===== src/rtl/camera_scroll_ctrl.sv =====
// camera_scroll_ctrl -- vertical camera scroller for a block-based playfield.
//
// The character centre is compared against the current camera window once per
// frame. When it leaves the window, the camera moves one block toward it. With
// CAMERA_FADE_EN defined, the move is wrapped in a fade-out / fade-in sequence
// that is paced by frame_start. Without it, the move happens on the cycle after
// the frame in which the crossing is detected.
//
// Config macro: CAMERA_FADE_EN (undefined = no fade; fade_level is tied to 0)
//
// Ports:
//   sys_clk       clock, rising edge
//   sys_rst       synchronous active-high reset
//   frame_start   one-cycle pulse at the start of vertical blank
//   char_abs_y    character absolute y (top edge)
//   cam_set       manual camera load request (accepted only while idle)
//   cam_set_val   camera index to load
//   cam_set_ack   one-cycle pulse when a load is accepted
//   camera_y      current camera index
//   camera_offset camera_y * BLOCK_WIDTH
//   fade_level    screen dim level, 0 = none
//   phys_freeze   physics hold while a transition is in flight
//   busy          high whenever a transition is in progress
module camera_scroll_ctrl #(
    parameter int PHY_WIDTH    = 16,
    parameter int CAMERA_WIDTH = 6,
    parameter int BLOCK_WIDTH  = 480,
    parameter int CHAR_WIDTH_Y = 50,
    parameter int FADE_WIDTH   = 3,
    parameter int FADE_MAX     = 7
) (
    input  logic                    sys_clk,
    input  logic                    sys_rst,
    input  logic                    frame_start,
    input  logic [PHY_WIDTH-1:0]    char_abs_y,
    input  logic                    cam_set,
    input  logic [CAMERA_WIDTH-1:0] cam_set_val,
    output logic                    cam_set_ack,
    output logic [CAMERA_WIDTH-1:0] camera_y,
    output logic [PHY_WIDTH-1:0]    camera_offset,
    output logic [FADE_WIDTH-1:0]   fade_level,
    output logic                    phys_freeze,
    output logic                    busy
);

    typedef enum logic [1:0] {IDLE, FADE_OUT, SWITCH, FADE_IN} state_t;

    localparam logic [PHY_WIDTH-1:0]    BLK     = PHY_WIDTH'(BLOCK_WIDTH);
    localparam logic [PHY_WIDTH:0]      HALF_CH = (PHY_WIDTH+1)'(CHAR_WIDTH_Y / 2);
    localparam logic [CAMERA_WIDTH-1:0] CAM_TOP = '1;

    state_t                  state, state_nx;
    logic                    dir_up, dir_nx;
    logic [CAMERA_WIDTH-1:0] cam_y_nx;
    logic [PHY_WIDTH-1:0]    off_nx;
    logic [FADE_WIDTH-1:0]   fade_nx;
    logic                    ack_nx;

    // One extra bit so the centre and the window top never wrap.
    logic [PHY_WIDTH:0] cy, win_top;
    logic               go_up, go_down;

    assign cy      = {1'b0, char_abs_y} + HALF_CH;
    assign win_top = {1'b0, camera_offset} + {1'b0, BLK};
    assign go_up   = (cy >= win_top) && (camera_y != CAM_TOP);
    assign go_down = (cy < {1'b0, camera_offset}) && (camera_y != '0);

    always_comb begin
        state_nx = state;
        dir_nx   = dir_up;
        cam_y_nx = camera_y;
        off_nx   = camera_offset;
        fade_nx  = fade_level;
        ack_nx   = 1'b0;
        case (state)
            IDLE: begin
                // A load takes precedence and suppresses this frame's crossing test.
                if (cam_set) begin
                    cam_y_nx = cam_set_val;
                    off_nx   = PHY_WIDTH'(cam_set_val) * BLK;
                    ack_nx   = 1'b1;
                end else if (frame_start && (go_up || go_down)) begin
                    dir_nx = go_up;
`ifdef CAMERA_FADE_EN
                    state_nx = FADE_OUT;
`else
                    state_nx = SWITCH;
`endif
                end
            end
`ifdef CAMERA_FADE_EN
            FADE_OUT: begin
                if (frame_start) begin
                    if (fade_level == FADE_WIDTH'(FADE_MAX)) state_nx = SWITCH;
                    else                                     fade_nx  = fade_level + 1'b1;
                end
            end
            FADE_IN: begin
                if (frame_start) begin
                    if (fade_level == '0) state_nx = IDLE;
                    else                  fade_nx  = fade_level - 1'b1;
                end
            end
`endif
            SWITCH: begin
                // Saturation was already checked when the transition started,
                // so the step below never crosses a bound.
                if (dir_up) begin
                    cam_y_nx = camera_y + 1'b1;
                    off_nx   = camera_offset + BLK;
                end else begin
                    cam_y_nx = camera_y - 1'b1;
                    off_nx   = camera_offset - BLK;
                end
`ifdef CAMERA_FADE_EN
                state_nx = FADE_IN;
`else
                state_nx = IDLE;
`endif
            end
            default: state_nx = IDLE;
        endcase
    end

    // Outputs are registered from the next-state values so that they line up
    // with the state register. In the no-fade build, SWITCH is the only
    // non-idle state, so phys_freeze is high only for that cycle.
    always_ff @(posedge sys_clk) begin
        if (sys_rst) begin
            state         <= IDLE;
            dir_up        <= 1'b1;
            camera_y      <= '0;
            camera_offset <= '0;
            cam_set_ack   <= 1'b0;
            phys_freeze   <= 1'b0;
            busy          <= 1'b0;
        end else begin
            state         <= state_nx;
            dir_up        <= dir_nx;
            camera_y      <= cam_y_nx;
            camera_offset <= off_nx;
            cam_set_ack   <= ack_nx;
            phys_freeze   <= (state_nx != IDLE);
            busy          <= (state_nx != IDLE);
        end
    end

`ifdef CAMERA_FADE_EN
    always_ff @(posedge sys_clk) begin
        if (sys_rst) fade_level <= '0;
        else         fade_level <= fade_nx;
    end
`else
    assign fade_level = '0;
    logic unused_fade;
    assign unused_fade = ^fade_nx;
`endif

endmodule

===== config.mk =====
export PLATFORM = sky130hd
export DESIGN_NAME = camera_scroll_ctrl
export DESIGN_NICKNAME = d
export VERILOG_FILES = /design/src/rtl/camera_scroll_ctrl.sv
export SDC_FILE = /design/constraint.sdc
export NUM_CORES = 1
export LEC_CHECK = 0
export BUFFER_PORTS_ARGS = -buffer_cell sky130_fd_sc_hd__buf_4
export CORE_MARGIN = 5
export CORE_UTILIZATION = 57
export DETAILED_ROUTE_END_ITERATION = 10
export GPL_TIMING_DRIVEN = 0
export PLACE_DENSITY = 0.81
export SKIP_CTS_REPAIR_TIMING = 1
export SLEW_MARGIN = 15
export SYNTH_ARGS = -nofsm -noshare
export SYNTH_HDL_FRONTEND = slang
export SYNTH_SLANG_ARGS = --single-unit

===== constraint.sdc =====
create_clock -name sys_clk -period 4.1 [get_ports sys_clk]
set_clock_uncertainty 0.1 [all_clocks]
set_input_delay 0.41 -clock sys_clk [delete_from_list [all_inputs] [get_ports sys_clk]]
set_output_delay 0.41 -clock sys_clk [all_outputs]
set_load 0.03 [all_outputs]

# [Word-level counts from Yosys, hierarchy flattened]
# Cells that the tools add are included.
[word_totals] ff_bits=27 latch_bits=0 mem_bits_rw=0 mem_bits_ro=0 output_inout_bits=28 elab_cells=41 n_memories=0
[op_classes] add_sub_neg=6 n_mul=1 div_mod_pow=0 n_lt_le_gt_ge=2 eq_ne=3 n_shift=0 n_mux=10 bitwise_logic=2 n_reduce_logical=11
[ops] operator="2-to-1 mux 16 bit" count=2
[ops] operator="case mux 16 bit (2 select lines)" count=1
[ops] operator="adder 16 x 5 -> 17 bit (second input constant)" count=1
[ops] operator="adder 16 x 9 -> 17 bit (second input constant)" count=1
[ops] operator=">= comparator 17 bit" count=1
[ops] operator="< comparator 17 x 16 -> 1 bit" count=1
[ops] operator="adder 16 x 9 -> 16 bit (second input constant)" count=1
[ops] operator="subtractor 16 x 9 -> 16 bit (second input constant)" count=1
[ops] operator="2-to-1 mux 6 bit" count=2
[ops] operator="case mux 6 bit (2 select lines)" count=1
[ops] operator="multiplier 6 x 4 -> 10 bit (second input constant)" count=1
[ops] operator="adder 6 x 1 -> 6 bit (second input constant)" count=1
[ops] operator="2-to-1 mux 2 bit" count=3
[ops] operator="!= test 6 bit (second input constant)" count=1
[ops] operator="nonzero test 6 bit" count=1
[ops] operator="subtractor 6 x 1 -> 6 bit (second input constant)" count=1
[ops] operator="nonzero test 2 bit" count=2
[ops] operator="logical AND 1 bit" count=3
[ops] operator="AND reduction 3 bit" count=1
[ops] operator="equality test 2 bit (second input constant)" count=1
[ops] operator="zero test 2 bit" count=1
[ops] operator="!= test 2 bit (second input constant)" count=1
[ops] operator="NOT 1 bit" count=2
[ops] operator="AND reduction 2 bit" count=1
[ops] operator="3 further kinds" count=3

# [Logic depth before layout (Yosys ltp)]
# Gate-level depths: netlist (run 1).
[logic_depth] word_depth=9 ltp_mapped=13 ltp_nobuf=13

# [Least setup slack after synthesis (run 1)]
# Ideal clock, no wire load.
[synth_timing] path_type="reg-to-reg" from="register camera_offset[5]" to="register dir_up" setup_ps=122 t_arrival_ps=2979 required_time_ps=3878 setup_slack_ps=900 path_stages_with_launch=13 path_buffers=0 period_less_slack_ps=3200 cell_sequence="dfxtp_1 inv_1 ha_1 nand3_1 nand3_1 nor3_1 xnor2_1 ha_1 a21o_1 a21o_1 a21o_1 o41a_1 a221o_1"
[synth_via] elab_chain_cells=6 word_cells_on_any_way=8 cone_classes="add/sub (1); order compare (2); reduce/logical (5)"
[synth_lines] element="start, declared" line="40" rtl="output logic [PHY_WIDTH-1:0] camera_offset,"
[synth_lines] element="start signal, assigned" line="141" rtl="camera_offset <= off_nx;"
[synth_lines] element="adder 16 x 9 -> 17 bit" line="64" rtl="assign win_top = {1'b0, camera_offset} + {1'b0, BLK};"
[synth_lines] element=">= comparator 17 bit" line="65" rtl="assign go_up = (cy >= win_top) && (camera_y != CAM_TOP);"
[synth_lines] element="logical AND 1 bit" line="65"
[synth_lines] element="logical OR 1 bit" line="82" rtl="end else if (frame_start && (go_up || go_down)) begin"
[synth_lines] element="logical AND 1 bit" line="82"
[synth_lines] element="AND reduction 3 bit (no line)"
[synth_lines] element="end signal, assigned" line="139" rtl="dir_up <= dir_nx;"
[synth_lines] element="end, declared" line="53" rtl="logic dir_up, dir_nx;"
# Several ways; a longest one is shown, not always the timed one.
# A chain may end at the register's enable or synchronous reset.

# [Final worst setup path (run 1)]
# Same ends and word-level chain as after synthesis.

==> flow_metrics.py, run 1 <==
metrics = {
    "logic_synthesis": {
        "ys_seq_elements": 22,
        "yosysTopAreaCellShare": 0.214,
        "ys_warn_count": 0,
        "avgSynthCellArea_um2": 8.38,
        "syn-instance-count": 355,
        "synth_edf_count": 0,
        "synth_flop_cell": "dfxtp_1",
        "yosys-top-cells-area": "ha_1 (21%), dfxtp_1 (15%), xnor2_1 (8.2%), fa_1 (7.4%), nor2_1 (4.4%)",
        "synth_top_area_cell": "ha_1",
        "async_flop_share": 0,
        "seq_area_frac_synth": 0.148,
        "syn_area_mm2": 0.00298,
        "ys_types": 59,
    },
    "setup_path": {
        "crit-reg2reg-launch": "camera_offset[5]",
        "cp_max_fo": 7,
        "required_ps": 4170,
        "startpoint": "camera_offset[5]",
        "cp-start-kind": "register",
        "r2r-end": "dir_up",
        "reg2regPathDepth": 12,
        "worstSetupPathType": "register to register",
        "endpoint": "dir_up",
        "cp.arrival_ps": 3330,
        "cp-end-kind": "register",
        "r2r_setup_slack_ps": 830,
    },
    "power": {
        "internal_power_uw": 582,
        "power_density_mw_per_mm2": 273,
        "pwr-share-comb": 0.510,
        "pwr-share-seq": 0.272,
        "total_leakage_power_nw": 1.59,
        "p_clk_frac": 0.218,
        "ir_drop_uv": 172,
        "p_sw_uw": 373,
        "power_uw": 955,
        "p_sw_frac": 0.390,
    },
    "placement": {
        "dpl_cell_area_mm2": 0.00343,
        "hpwl_mm": 5.91,
        "place_congestion": 0.923,
        "port_buffers": 45,
    },
    "grt": {
        "track_usage": 0.223,
        "grtUsageMet2": 0.414,
        "grt_use_met1": 0.261,
        "overflow": 0,
        "grt_pass1_wl_mm": 11.9,
        "grt_pass1_vias": 2693,
        "grtUsageMet3": 0.0228,
        "antenna_found_initial": 0,
        "grt-busiest-layer": "met2",
        "grt_start_max_net_pins": 22,
    },
    "sta": {
        "setup_violations": 0,
        "maxSlewViolCount": 0,
        "worstMarginPinSlew_ps": 655,
        "period_minus_slack_ps": 3270,
        "rsz0062_at_grt": "no",
        "max_freq_mhz": 306,
        "hold_violations": 0,
        "tns_ps": 0,
        "slew_headroom": 0.561,
        "period_share": 0.797,
    },
    "run": {
        "maxCapViolCount": 0,
    },
    "drt": {
        "via_per_inst": 5.69,
        "vias": 2743,
        "wl_mm": 7.08,
        "drt_first_pass_iters": 4,
        "ant_nets": 0,
        "drtIter0Drc": 112,
        "drc_errors": 0,
        "wl_per_cell_um": 14.7,
    },
    "floorplan": {
        "die_y_um": 82.3,
        "fp-row-count": 26,
        "core_mm2": 0.00507,
        "die_w_um": 82.3,
        "start_util": 0.586,
        "die_area_mm2": 0.00677,
        "io_pins": 54,
    },
    "finish": {
        "diodes": 0,
        "nNetsFinal": 501,
        "seq_area_um2": 440,
        "drive_above_1_share": 0.170,
        "area_growth_pct": 17.7,
        "fin_area_mm2": 0.00350,
        "layout_commonest_cell": "buf_4",
        "mostFrequentLayoutCells": "buf_4 (54), ha_1 (51), nor2_1 (35), xnor2_1 (28)",
        "multi_input_area_mm2": 0.00240,
        "fill_cells": 451,
    },
    "clock_tree": {
        "numCtsBuffers": 3,
        "clk_latency_ps": 270,
        "cts_tree": "done",
        "cts.clk_slew.worst_paths_ps": 90,
        "cts.htree.levels": 1,
        "ctsRootBufferMaster": "clkbuf_8",
        "cts_buffer_depth": 2,
        "cts_sinks": 22,
    },
    "hold_path": {
        "min_path_type": "input pin to register",
    },
    "outcome": {
        "status": "complete, no violations",
    },
}
==> cells in the mapped netlist, types with 2 or more instances <==
| cell | number |
|---|---|
| ha_1 | 51 |
| nor2_1 | 35 |
| xnor2_1 | 28 |
| a21oi_1 | 23 |
| nand2_1 | 23 |
| dfxtp_1 | 22 |
| inv_1 | 19 |
| fa_1 | 11 |
| nand4_1 | 10 |
| nor3_1 | 10 |
| buf_4 | 9 |
| o21ai_0 | 9 |
| a21o_1 | 8 |
| nand3_1 | 8 |
| a211oi_1 | 7 |
| xor2_1 | 7 |
| nor2b_1 | 6 |
| clkbuf_1 | 5 |
| nand2b_1 | 5 |
| and3_1 | 4 |
| o211ai_1 | 4 |
| o21a_1 | 4 |
| a211o_1 | 2 |
| a221oi_1 | 2 |
| a311oi_1 | 2 |
| a31oi_1 | 2 |
| nor4_1 | 2 |
| o21bai_1 | 2 |
| o221a_2 | 2 |
| o22ai_1 | 2 |
| o2bb2ai_1 | 2 |
| or3_1 | 2 |
==> registers in the layout, summed over array words and instances (netlist names) <==
name           flops
state              2
cam_set_ack        1
busy               1
camera_offset     11
dir_up             1
camera_y           6
==> worst min path at each step <==
stage	from	end	slack, ps	depth (start not counted)
3_3_place_gp	camera_y[5]	camera_y[5]	420	2
6_report	sys_rst	camera_offset[11]	260	2
5_1_grt	sys_rst	camera_offset[11]	290	2
3_5_place_dp	camera_y[5]	camera_y[5]	440	2
2_1_floorplan	sys_rst	camera_offset[11]	400	1
4_1_cts	sys_rst	camera_offset[11]	260	2
==> stage by stage <==
step / worst slack, ps / hold slack, ps / util / instances
after floorplan: 900 / 400 / - / 363
after global placement: 631 / 424 / 0.676 / 478
after detailed placement: 610 / 439 / 0.676 / 478
after CTS: 814 / 259 / 0.690 / 482
after global routing: 600 / 287 / 0.690 / 482
final: 834 / 260 / 0.690 / 482
==> layer usage <==
layer	up-vias	wire [um]
li1	1390	-
met1	1256	2950
met2	82	3510
met3	15	414
met4	0	205
met5	-	0
==> kinds of logic (layout without fill, tap and decap cells) <==
| family | count (synthesis) | in the layout | synth area share |
|---|---|---|---|
| AOI/OAI and AO/OA | 84 | 84 | 0.204 |
| xor gates and xnor gates | 35 | 35 | 0.103 |
| adders and majority gates | 62 | 62 | 0.288 |
| buffers and inverters | 34 | 83 | 0.0542 |
| DFF | 22 | 22 | 0.148 |
| muxes | 1 | 1 | 0.00336 |
| other | 1 | 9 | 0.00126 |
| and+or+nand+nor | 116 | 116 | 0.198 |
==> final cells by class <==
class | instances | area share
Multi-Input combinational cell | 307 | 0.686
Sequential cell | 22 | 0.126
Timing Repair Buffer | 45 | 0.0965
Tap cell | 70 | 0.0250
Buffer | 14 | 0.0247
Inverter | 20 | 0.0214
Clock buffer | 3 | 0.0118
Clock inverter | 1 | 0.00857
==> critical path: stages, from the launching register on <==
cell     delay [ps]
dfxtp_1         480
inv_1           160
ha_1            250
nand3_1         120
nand3_1         170
nor3_1          230
xnor2_1         150
ha_1            270
a21o_1          170
a21o_1          170
a21o_1          180
o41a_1          410
a221o_1         300
==> power by group through the flow <==
stage               clock network, mW  registers [mW]  logic [mW]
finish                          0.208           0.260       0.488
global route                    0.214           0.263       0.549
CTS                             0.210           0.259       0.490
detailed placement                  0           0.264       0.486
global placement                    0           0.263       0.471
floorplan                           0           0.286       0.329
Note: power is estimated with default switching activity, not from simulation.
==> run 2, diff against run 1 <==
ABC_AREA = 1   (was unset)
CORE_UTILIZATION = 52   (was 57)
PLACE_DENSITY = 0.78   (was 0.81)
clock period = 2.7 ns   (was 4.1 ns; I/O delays follow)
==> run 2 against run 1 <==
  * The run now ends with setup timing left
  * Cell area up 8.3%
  * Synthesized cell count up 23%
  * Maximum frequency up 18%
  * Total power up 49%
  * Worst hold slack worse by 150 ps
  * Die area up 13%
  * Cell count up 19%
  * Sequential power up 51%
  * Non-clock buffer count up 5
  * Combinational power up 67%
  * Critical path depth up 4
  * Wire length up 14%
  * Critical endpoint is now state[1]
==> flow_metrics.py, run 2 <==
metrics = {
    "power": {
        "power_density_mw_per_mm2": 374,
        "total_leakage_power_nw": 1.94,
        "ir_drop_uv": 297,
    },
    "floorplan": {
        "die_w_um": 87.5,
        "start_util": 0.530,
        "io_pins": 54,
        "die_y_um": 87.5,
        "die_area_mm2": 0.00765,
        "core_mm2": 0.00589,
        "fp-row-count": 28,
    },
    "drt": {
        "drtIter0Drc": 125,
        "wl_per_cell_um": 14.0,
        "vias": 3085,
        "drc_errors": 0,
        "wl_mm": 8.04,
        "ant_nets": 0,
        "via_per_inst": 5.38,
        "drt_first_pass_iters": 4,
    },
    "logic_synthesis": {
        "yosys-top-cells-area": "ha_1 (20%), dfxtp_1 (14%), nand2_1 (9.7%), inv_1 (7.1%), fa_1 (7.1%)",
        "netlist_top_cells_count": "nand2_1 (81), inv_1 (59), ha_1 (51)",
        "yosysTopAreaCellShare": 0.204,
        "syn_area_mm2": 0.00312,
        "ys_warn_count": 0,
        "ys_seq_elements": 22,
        "ys_types": 44,
        "synth_top_area_cell": "ha_1",
        "avgSynthCellArea_um2": 7.17,
        "seq_area_frac_synth": 0.141,
        "synth.most_common_cell": "nand2_1",
        "syn-instance-count": 435,
        "synth_edf_count": 0,
        "synth_flop_cell": "dfxtp_1",
        "async_flop_share": 0,
    },
    "placement": {
        "pre_cts_ws_ps": -285,
        "hpwl_mm": 6.47,
        "place_congestion": 0.894,
        "port_buffers": 45,
    },
    "outcome": {
        "status": "finished, violations left",
        "violations": "setup timing",
    },
    "setup_path": {
        "crit-reg2reg-launch": "camera_offset[5]",
        "reg2regPathDepth": 16,
        "r2r_setup_slack_ps": -60,
        "cp_max_fo": 5,
        "required_ps": 2810,
        "cp-end-kind": "register",
        "startpoint": "camera_offset[5]",
        "cp-start-kind": "register",
        "r2r-end": "state[1]",
        "cp.arrival_ps": 2870,
        "worstSetupPathType": "register to register",
    },
    "finish": {
        "largest_reg_flops": 11,
        "largest-register": "camera_offset",
        "mostFrequentLayoutCells": "nand2_1 (75), buf_4 (61), inv_1 (58), ha_1 (47), a21oi_1 (29)",
        "layout_commonest_cell": "nand2_1",
        "diodes": 0,
        "area_growth_pct": 21.5,
        "drive_above_1_share": 0.233,
        "fin_util": 0.644,
        "top_regs": "camera_offset x11, camera_y x6, state x2",
        "nNetsFinal": 588,
    },
    "clock_tree": {
        "cts.clk_slew.worst_paths_ps": 80,
        "cts.htree.levels": 1,
        "ctsRootBufferMaster": "clkbuf_8",
        "clk_latency_ps": 270,
        "cts_buffer_depth": 2,
        "numCtsBuffers": 3,
        "cts_sinks": 22,
        "cts_tree": "done",
    },
    "sta": {
        "slew_headroom": 0.665,
        "fin_ws_ps": -60.1,
        "period_minus_slack_ps": 2760,
        "maxSlewViolCount": 0,
        "worstMarginPinSlew_ps": 501,
        "tns_ps": -94.6,
        "hold_violations": 0,
        "setup_violations": 2,
        "max_freq_mhz": 362,
        "period_share": 1.02,
        "rsz0062_at_grt": "yes",
    },
    "hold_path": {
        "min_path_type": "input pin to register",
        "hold-path-endpoint": "camera_y[2]",
        "hold_path_depth": 2,
        "hold_start": "sys_rst",
    },
    "grt": {
        "grt_pass1_vias": 2966,
        "track_usage": 0.210,
        "antenna_found_initial": 0,
        "overflow": 0,
        "grt_pass1_wl_mm": 13.2,
        "grt_start_max_net_pins": 13,
    },
    "run": {
        "maxCapViolCount": 0,
    },
}
-- run 2: power breakdown --
group	switching (mW)	internal [mW]	leakage, nW
logic	0.482	0.332	1.74
registers	0.0432	0.349	0.182
clock network	0.113	0.100	0.0216
-- run 2: how the worst max path moves through the flow --
stage,slack (ps),to,cells past startpoint
4_1_cts,-300,busy,16
5_1_grt,-160,state[1],16
3_3_place_gp,-210,busy,16
2_1_floorplan,7,busy,16
3_5_place_dp,-290,busy,16
6_report,-60,state[1],16
-- run 2: cells by family (layout without fill, tap and decap cells) --
| family | count (synthesis) | in the layout | synth area share |
|---|---|---|---|
| AND/OR/NAND/NOR | 162 | 162 | 0.243 |
| XOR/XNOR | 28 | 28 | 0.0786 |
| AO/OA/AOI/OAI | 83 | 83 | 0.155 |
| flip-flops | 22 | 22 | 0.141 |
| buffers and inverters | 77 | 132 | 0.106 |
| other | 1 | 9 | 0.00120 |
| adder cells (fa/ha/maj) | 62 | 62 | 0.275 |
-- run 2: stage by stage --
step	cell area (um^2)	instances	hold slack (ps)	power, mW
after floorplan	3150	443	248	0.934
after global routing	3790	573	133	1.52
after CTS	3620	566	120	1.35
after detailed placement	3580	563	402	1.14
final	3790	573	113	1.42
after global placement	3580	563	397	1.11
-- run 2: cell type report --
cell class	instances	area, um^2
fill	533	2090
inverter	65	250
buffer	12	83.8
timing repair buffer	52	394
clock buffer	3	41.3
sequential	22	445
multi-input combinational	344	2480
tap	75	93.8
-- run 2: layer usage --
| layer | share of wire | GRT usage | vias to the layer above |
|---|---|---|---|
| li1 | - | - | 1550 |
| met1 | 0.42 | 0.267 | 1437 |
| met2 | 0.51 | 0.377 | 81 |
| met3 | 0.043 | 0.0180 | 17 |
| met4 | 0.024 | 0.0572 | 0 |
| met5 | 0 | 0 | - |
-- run 2: critical path: stages (launching register included) --
cell and delay, ps:
dfxtp_4 400, clkinvlp_4 150, buf_6 150, nand3_4 80, nand2_4 60, nor2_4 120
nand2_2 60, o31ai_1 260, nand2_1 140, ha_4 290, nand4_1 100, nor3_2 190
o21ai_1 130, and3_1 190, nand2_2 80, nand2_2 60, a21oi_1 140
